[src/rtl/rc4_prga_engine.sv]
// rc4_prga_engine: RC4 PRGA keystream/decrypt engine driving S-RAM, E-ROM and D-RAM.
// Define PRGA_CHAR_CHECK_EN to abort a run on a byte outside 'a'..'z' / space.
module rc4_prga_engine #(
    parameter int MSG_LEN = 32,
    parameter int MSG_AW  = 6,
    parameter int ADDR_W  = 8,
    parameter int DATA_W  = 8,
    parameter int RAM_LAT = 2
) (
    input  logic              clk,
    input  logic              reset_n,
    input  logic              start,
    input  logic [DATA_W-1:0] s_q,
    input  logic [DATA_W-1:0] e_q,
    output logic [ADDR_W-1:0] s_addr,
    output logic [DATA_W-1:0] s_data,
    output logic              s_wren,
    output logic [MSG_AW-1:0] e_addr,
    output logic [MSG_AW-1:0] d_addr,
    output logic [DATA_W-1:0] d_data,
    output logic              d_wren,
    output logic              busy,
    output logic              finish,
    output logic              fail,
    output logic [MSG_AW-1:0] k_cnt
);
    localparam int LW = $clog2(RAM_LAT + 1);

    typedef enum logic [3:0] {
        IDLE, INC_I, RD_I, CAP_I, RD_J, WR_I, WR_J, RD_F, CAP_F, WR_D, NEXT, DONE
    } state_t;

    state_t            state_q;
    logic [ADDR_W-1:0] i_q, j_q;
    logic [DATA_W-1:0] si_q, sj_q;
    logic [LW-1:0]     wait_q;
    logic              bad_q;
    logic              lat_done;
    logic [DATA_W-1:0] f_byte;
    logic              char_bad;

    assign lat_done = wait_q == LW'(RAM_LAT);
    assign f_byte   = s_q ^ e_q;

`ifdef PRGA_CHAR_CHECK_EN
    assign char_bad = !((f_byte >= DATA_W'(8'h61) && f_byte <= DATA_W'(8'h7A)) || f_byte == DATA_W'(8'h20));
`else
    assign char_bad = 1'b0;
`endif

    // Outputs are registered: each state sets up what the following state presents.
    always_ff @(posedge clk or negedge reset_n) begin
        if (!reset_n) begin
            state_q <= IDLE;
            i_q     <= '0;
            j_q     <= '0;
            si_q    <= '0;
            sj_q    <= '0;
            wait_q  <= '0;
            bad_q   <= 1'b0;
            s_addr  <= '0;
            s_data  <= '0;
            s_wren  <= 1'b0;
            e_addr  <= '0;
            d_addr  <= '0;
            d_data  <= '0;
            d_wren  <= 1'b0;
            busy    <= 1'b0;
            finish  <= 1'b0;
            fail    <= 1'b0;
            k_cnt   <= '0;
        end else begin
            case (state_q)
                IDLE: begin
                    i_q   <= '0;
                    j_q   <= '0;
                    k_cnt <= '0;
                    fail  <= 1'b0;
                    bad_q <= 1'b0;
                    if (start) begin
                        busy    <= 1'b1;
                        state_q <= INC_I;
                    end
                end
                INC_I: begin
                    i_q     <= i_q + 1'b1;
                    s_addr  <= i_q + 1'b1;
                    wait_q  <= '0;
                    state_q <= RD_I;
                end
                RD_I: begin
                    wait_q  <= wait_q + 1'b1;
                    state_q <= lat_done ? CAP_I : RD_I;
                end
                CAP_I: begin
                    si_q    <= s_q;
                    j_q     <= j_q + s_q;
                    s_addr  <= j_q + s_q;
                    wait_q  <= '0;
                    state_q <= RD_J;
                end
                RD_J: begin
                    wait_q <= wait_q + 1'b1;
                    if (lat_done) begin
                        sj_q    <= s_q;
                        s_addr  <= i_q;
                        s_data  <= s_q;
                        s_wren  <= 1'b1;
                        state_q <= WR_I;
                    end
                end
                WR_I: begin
                    s_addr  <= j_q;
                    s_data  <= si_q;
                    state_q <= WR_J;
                end
                WR_J: begin
                    s_wren  <= 1'b0;
                    s_addr  <= si_q + sj_q;
                    e_addr  <= k_cnt;
                    wait_q  <= '0;
                    state_q <= RD_F;
                end
                RD_F: begin
                    wait_q  <= wait_q + 1'b1;
                    state_q <= lat_done ? CAP_F : RD_F;
                end
                CAP_F: begin
                    d_data  <= f_byte;
                    d_addr  <= k_cnt;
                    d_wren  <= 1'b1;
                    bad_q   <= char_bad;
                    state_q <= WR_D;
                end
                WR_D: begin
                    d_wren  <= 1'b0;
                    k_cnt   <= k_cnt + 1'b1;
                    state_q <= NEXT;
                end
                NEXT: begin
                    if (k_cnt == MSG_AW'(MSG_LEN) || bad_q) begin
                        busy    <= 1'b0;
                        finish  <= 1'b1;
                        fail    <= bad_q;
                        state_q <= DONE;
                    end else begin
                        state_q <= INC_I;
                    end
                end
                DONE: begin
                    if (!start) begin
                        finish  <= 1'b0;
                        state_q <= IDLE;
                    end
                end
                default: state_q <= IDLE;
            endcase
        end
    end
endmodule

[config.mk]
export PLATFORM = sky130hd
export DESIGN_NAME = rc4_prga_engine
export DESIGN_NICKNAME = d
export VERILOG_FILES = /design/src/rtl/rc4_prga_engine.sv
export SDC_FILE = /design/constraint.sdc
export NUM_CORES = 1
export LEC_CHECK = 0
export ABC_CLOCK_PERIOD_IN_PS = 2600
export CAP_MARGIN = 10
export CORE_ASPECT_RATIO = 0.9
export CORE_MARGIN = 4
export CORE_UTILIZATION = 30
export DETAILED_ROUTE_END_ITERATION = 12
export DONT_BUFFER_PORTS = 1
export GPL_TIMING_DRIVEN = 0
export MAX_ROUTING_LAYER = met4
export SLEW_MARGIN = 30
export SYNTH_ARGS = -nofsm -noshare
export SYNTH_HDL_FRONTEND = slang
export SYNTH_SLANG_ARGS = --single-unit
[constraint.sdc]
create_clock -name clk -period 2.6 [get_ports clk]
set_input_delay 0.13 -clock clk [delete_from_list [all_inputs] [get_ports clk]]
set_output_delay 0.13 -clock clk [all_outputs]
set_load 0.01 [all_outputs]
==> impl_metrics.py, run 1 <==
metrics = {
    "cts": {
        "cts_max_path_buffers": 2,
        "cts_tree": "yes",
        "clockRootBuffer": "clkbuf_16",
        "path_clk_slew_ps": 70,
        "post_cts_resized": 0,
        "holdBufCountCts": 19,
        "clk_latency_ps": 350,
        "cts_inserted_buffers": 9,
        "clock_sinks": 84,
        "cts-htree-levels": 3,
        "post-cts-setup-buffer-count": 0,
    },
    "sta": {
        "finalCritPeriodShare": 0.834,
        "skew_ps": 11.6,
        "tns_ps": 0,
        "hold_viol": 0,
        "slew_violations": 0,
        "setup_viol": 0,
        "max_slew_margin": 0.431,
        "max_freq_ghz": 0.461,
        "min_period_ps": 2170,
        "grt_setup_unrepaired": "false",
        "tightest_slew_ps": 852,
    },
    "route": {
        "ant_nets": 0,
        "viasPerCell": 5.32,
        "drt-total-wl_um": 12900,
        "drt_iter0_drc": 323,
        "dr.pass1.iters": 4,
        "wl_per_cell_um": 18.1,
        "vias": 3774,
        "drc": 0,
    },
    "setup_path": {
        "rr_endpoint": "s_addr[4]$_DFFE_PN0P_",
        "path_max_fanout": 3,
        "crit_path_start": "si_q[0]$_DFFE_PN0P_",
        "cp-end-kind": "register",
        "startpoint_type": "register",
        "cp.required_ps": 2810,
        "crit_type": "register to register",
        "r2r_slack_ps": 430,
        "worstReg2RegStart": "si_q[0]$_DFFE_PN0P_",
        "ff2ff_path_depth": 7,
        "crit_arrival_ps": 2380,
    },
    "global_routing": {
        "grt_pass1_wl_um": 21100,
        "antenna_found_initial": 0,
        "grt_pass1_vias": 3889,
        "grt_max_degree": 85,
        "grt_use_total": 0.152,
        "grt_overflow_total": 0,
    },
    "layout": {
        "postLayoutCellArea_um2": 5500,
        "nNetsFinal": 542,
        "syn_to_final_growth_pct": 15.9,
        "fillCellCount": 1541,
        "multi_input_area_um2": 2450,
        "layout_common_cells": "dfrtp_1 (84), nand2_1 (69), nor2_1 (30), o21ai_0 (28), a21oi_1 (24)",
        "drive_above_1_share": 0.154,
        "seqCellArea_um2": 2100,
        "layout_commonest_cell": "dfrtp_1",
        "antennaDiodeCount": 0,
    },
    "die": {
        "fp.coreArea_um2": 15400,
        "fp.dieArea_um2": 17900,
        "die_y_um": 127,
        "ios": 66,
        "rows": 43,
        "initial_core_util": 0.307,
        "die_x_um": 141,
    },
    "power_and_ir_drop": {
        "ir_worst_vdd_v": 0.000455,
        "leakage_nw": 2.42,
        "power_w": 0.00616,
        "internal_power_w": 0.00361,
        "pwr-share-comb": 0.432,
        "p_clk_frac": 0.209,
        "power_switching_w": 0.00255,
        "seq_power_share": 0.360,
        "power.share.switching": 0.414,
        "p_per_area_nw_per_um2": 1120,
    },
    "synth": {
        "synthCells": 473,
        "synth_ff_type": "dfrtp_1",
        "synth_seq_area_share": 0.443,
        "synth_nets": 512,
        "synth_edf_count": 0,
        "synth_area_leaders": "dfrtp_1 (44%), nand2_1 (5.5%), ha_1 (4.7%)",
        "avgSynthCellArea_um2": 10.0,
        "synth_area_leader_cell": "dfrtp_1",
        "synth_warnings": 0,
        "synth.distinct_cells": 71,
        "synth_async_sr_flop_share": 1.00,
        "ys_ff_latch": 84,
        "netlist_area_um2": 4740,
        "synth_top_area_frac": 0.443,
    },
    "job": {
        "cap_violations": 0,
    },
    "placement": {
        "port_buffers": 0,
        "gp_congestion": 0.909,
        "place_area_um2": 4990,
        "hpwl_um": 9340,
    },
    "worst_hold_path": {
        "holdPathEnd": "state_q[0]$_DFFE_PN0P_",
        "holdPathStages": 2,
        "hp-class": "input pin to register",
        "min-delay-start": "start",
    },
    "outcome": {
        "status": "finished clean",
    },
}
==> sequential cells by signal, summed over array words and instances, names as in the netlist, 2 cells and up <==
name	count
j_q	8
k_cnt	6
d_data	8
wait_q	2
s_data	8
d_addr	6
e_addr	6
si_q	8
sj_q	8
i_q	8
s_addr	8
state_q	4
==> stage by stage <==
stage	hold slack (ps)	setup WS, ps	utilization	std cells
2_1_floorplan	-166	742	-	473
3_3_place_gp	-162	421	0.323	675
3_5_place_dp	-163	434	0.323	675
4_1_cts	20.5	441	0.356	710
5_1_grt	69.9	313	0.356	710
6_report	36.2	432	0.356	710
==> cell families after synthesis <==
kind of cell | count (synthesis) | synth area share
other | 1 | 0.000791
AO/OA/AOI/OAI | 127 | 0.185
multiplexers | 26 | 0.0602
buffers and inverters | 31 | 0.0406
flip-flops | 84 | 0.443
XOR/XNOR | 18 | 0.0332
adder cells (fa/ha/maj) | 20 | 0.0559
AND/OR/NAND/NOR | 166 | 0.181
==> power by group through the flow <==
stage,combinational [W],clock (W),sequential (W)
final,0.00266,0.00128,0.00222
after global routing,0.00297,0.00137,0.00228
after CTS,0.00265,0.00131,0.00223
after detailed placement,0.00257,0,0.00225
after global placement,0.00251,0,0.00223
after floorplan,0.00202,0,0.00211
==> critical path, cell delays in order, from the launching register on <==
cell and delay, ps:
dfrtp_1 400, ha_1 240, fa_1 430, a21o_1 200, a211oi_1 240, nor3b_1 80
a211oi_1 360, o21ai_1 90
==> Yosys cell counts, types with 3 or more instances <==
master and number:
a211o_1 3, a211oi_1 6, a21o_1 9, a21oi_1 24, a22o_1 5, a22oi_1 11
a31oi_1 5, and3_1 3, buf_2 7, buf_4 8, buf_6 5, clkbuf_1 3
dfrtp_1 84, ha_1 18, inv_1 7, mux2_1 3, mux2_2 17, mux2i_1 6
nand2_1 69, nand2b_1 4, nand3_1 11, nand4_1 3, nor2_1 30, nor2b_1 3
nor3_1 9, nor3b_1 5, o21a_1 4, o21ai_0 28, o21ai_1 4, o22ai_1 4
or3_1 5, xnor2_1 10, xor2_1 8
==> metal layers <==
layer / vias up / routed length [um] / global-route usage
li1: 1770 / - / -
met1: 1863 / 5840 / 0.202
met2: 125 / 5810 / 0.225
met3: 16 / 988 / 0.0483
met4: 0 / 222 / 0.0422
met5: - / 0 / -
==> worst max path at each step <==
stage	endpoint	depth (start not counted)	slack [ps]
global placement	s_addr[4]$_DFFE_PN0P_	7	420
CTS	s_addr[4]$_DFFE_PN0P_	7	440
detailed placement	s_addr[4]$_DFFE_PN0P_	7	430
floorplan	s_addr[4]$_DFFE_PN0P_	7	740
finish	s_addr[4]$_DFFE_PN0P_	7	430
global route	s_addr[4]$_DFFE_PN0P_	7	310
==> area by class of cell <==
| type | instances | share of cell area |
|---|---|---|
| multi-input combinational | 358 | 0.445 |
| tap | 202 | 0.0460 |
| timing repair buffer | 19 | 0.0378 |
| clock buffer | 10 | 0.0417 |
| sequential | 84 | 0.382 |
| buffer | 23 | 0.0296 |
| inverter | 8 | 0.00546 |
| clock inverter | 6 | 0.0118 |
Power figures use the tool's default switching activity.
==> inputs of run 2 (changes only) <==
--- a/config.mk
+++ b/config.mk
@@ -5,7 +5,7 @@
 export SDC_FILE = /design/constraint.sdc
 export NUM_CORES = 1
 export LEC_CHECK = 0
-export ABC_CLOCK_PERIOD_IN_PS = 2600
+export ABC_CLOCK_PERIOD_IN_PS = 2100
 export CAP_MARGIN = 10
 export CORE_ASPECT_RATIO = 0.9
 export CORE_MARGIN = 4
==> constraint.sdc (replaced) <==
create_clock -name clk -period 2.1 [get_ports clk]
set_input_delay 0.105 -clock clk [delete_from_list [all_inputs] [get_ports clk]]
set_output_delay 0.105 -clock clk [all_outputs]
set_load 0.01 [all_outputs]
==> impl_metrics.py, run 2 (same netlist as run 1, synthesis figures left out) <==
metrics = {
    "sta": {
        "skew_ps": 11.7,
        "finalCritPeriodShare": 0.948,
        "tightest_slew_ps": 809,
        "hold_viol": 0,
        "max_freq_ghz": 0.502,
        "slew_violations": 0,
        "min_period_ps": 1990,
        "setup_viol": 0,
        "tns_ps": 0,
        "max_slew_margin": 0.459,
        "grt_setup_unrepaired": "false",
    },
    "global_routing": {
        "grt_use_total": 0.152,
        "grt_overflow_total": 0,
        "grt_pass1_vias": 3887,
        "grt.busiest_layer": "met2",
        "grt_use_met1": 0.203,
        "grt_pass1_wl_um": 21100,
        "antenna_found_initial": 0,
        "grt_use_met3": 0.0483,
        "grt_max_degree": 85,
        "grtUsageMet2": 0.224,
    },
    "cts": {
        "path_clk_slew_ps": 60,
        "cts_tree": "yes",
        "clockRootBuffer": "clkbuf_16",
        "cts_inserted_buffers": 9,
        "cts-htree-levels": 3,
        "clk_latency_ps": 350,
        "cts_max_path_buffers": 2,
        "clock_sinks": 84,
    },
    "setup_path": {
        "path_max_fanout": 3,
        "startpoint_type": "register",
        "cp_slowest_cell": "fa_1",
        "crit_type": "register to register",
        "cp-end-kind": "register",
        "crit_path_max_incr_delay_ps": 410,
        "cp_cell_sequence": "ha_2, fa_1, a21o_1, a21oi_1, xnor2_1, a211oi_2, o21ai_1",
        "crit_arrival_ps": 2200,
        "cp.required_ps": 2310,
    },
    "route": {
        "wl_per_cell_um": 18.1,
        "ant_nets": 0,
        "viasPerCell": 5.30,
        "drt_iter0_drc": 283,
        "vias": 3765,
        "drc": 0,
        "dr.pass1.iters": 4,
        "drt-total-wl_um": 12900,
    },
    "layout": {
        "nNetsFinal": 543,
        "post-route-util": 0.359,
        "antennaDiodeCount": 0,
        "drive_above_1_share": 0.171,
        "layout_common_cells": "dfrtp_1 (84), nand2_1 (69), nor2_1 (30), o21ai_0 (27), a21oi_1 (24)",
        "syn_to_final_growth_pct": 16.8,
        "layout_commonest_cell": "dfrtp_1",
    },
    "die": {
        "die_x_um": 141,
        "rows": 43,
        "fp.dieArea_um2": 17900,
        "ios": 66,
        "initial_core_util": 0.307,
        "die_y_um": 127,
        "fp.coreArea_um2": 15400,
    },
    "placement": {
        "port_buffers": 0,
        "gp_congestion": 0.909,
        "hpwl_um": 9340,
    },
    "power_and_ir_drop": {
        "p_per_area_nw_per_um2": 1390,
        "leakage_nw": 2.43,
        "ir_worst_vdd_v": 0.000564,
    },
    "outcome": {
        "status": "finished clean",
    },
    "worst_hold_path": {
        "hp-class": "input pin to register",
    },
    "job": {
        "cap_violations": 0,
    },
}
==> run 2: report_power, final <==
part	internal, W	leakage, nW	switching, W
Sequential	0.00215	1.06	0.000604
Combinational	0.00147	1.24	0.00191
Clock	0.000919	0.131	0.000662
==> run 2: path summary, 6_finish.rpt <==
path / endpoint / cells past startpoint / slack [ps] / from
max: s_addr[4]$_DFFE_PN0P_ / 7 / 110 / j_q[0]$_DFFE_PN0P_
min: j_q[0]$_DFFE_PN0P_ / 2 / 70 / s_q[0]
max reg2reg: s_addr[4]$_DFFE_PN0P_ / 7 / 110 / j_q[0]$_DFFE_PN0P_
min reg2reg: sj_q[5]$_DFFE_PN0P_ / 1 / 520 / sj_q[5]$_DFFE_PN0P_
max in group asynchronous: sj_q[0]$_DFFE_PN0P_ / 2 / 1430 / reset_n
min in group asynchronous: e_addr[2]$_DFFE_PN0P_ / 2 / 310 / reset_n
==> run 2: through the flow <==
stage	cells	instance area (um^2)	hold WS [ps]	total power (W)	setup WS, ps
6_report	711	5540	69.0	0.00771	108
5_1_grt	711	5540	75.7	0.00829	3.22
4_1_cts	710	5500	51.3	0.00767	24.8
3_5_place_dp	675	4990	-188	0.00596	-66.1
3_3_place_gp	675	4990	-187	0.00587	-78.7
2_1_floorplan	473	4740	-191	0.00511	242
==> run 2: critical path: cells and delay by family, from the launching register on <==
| family | cells | cell delay (ps) |
|---|---|---|
| DFF | 1 | 400 |
| xor gates and xnor gates | 1 | 120 |
| adders and majority gates | 2 | 620 |
| AOI/OAI and AO/OA | 4 | 720 |
==> run 2: timing repair <==
item                       CTS  global route
pin swaps                    0             2
setup buffers                0             2
resized for setup            1             7
setup endpoints to repair    1            15
hold endpoints to repair   119             0
hold buffers                19             0
==> run 2: area by class of cell <==
| cell class | count | area, um^2 |
|---|---|---|
| plain buffers | 22 | 159 |
| clock buffers | 10 | 229 |
| clock inverters | 6 | 65.1 |
| fillers | 1533 | 9900 |
| inverters | 8 | 30.0 |
| multi-input cells | 358 | 2480 |
| flip-flops and latches | 84 | 2100 |
| well taps | 202 | 253 |
| repair buffers | 21 | 223 |
==> run 2: layer usage <==
layer / vias up / wire, um
met3: 16 / 1020
met5: - / 0
met4: 0 / 226
met2: 111 / 5780
met1: 1872 / 5860
li1: 1766 / -
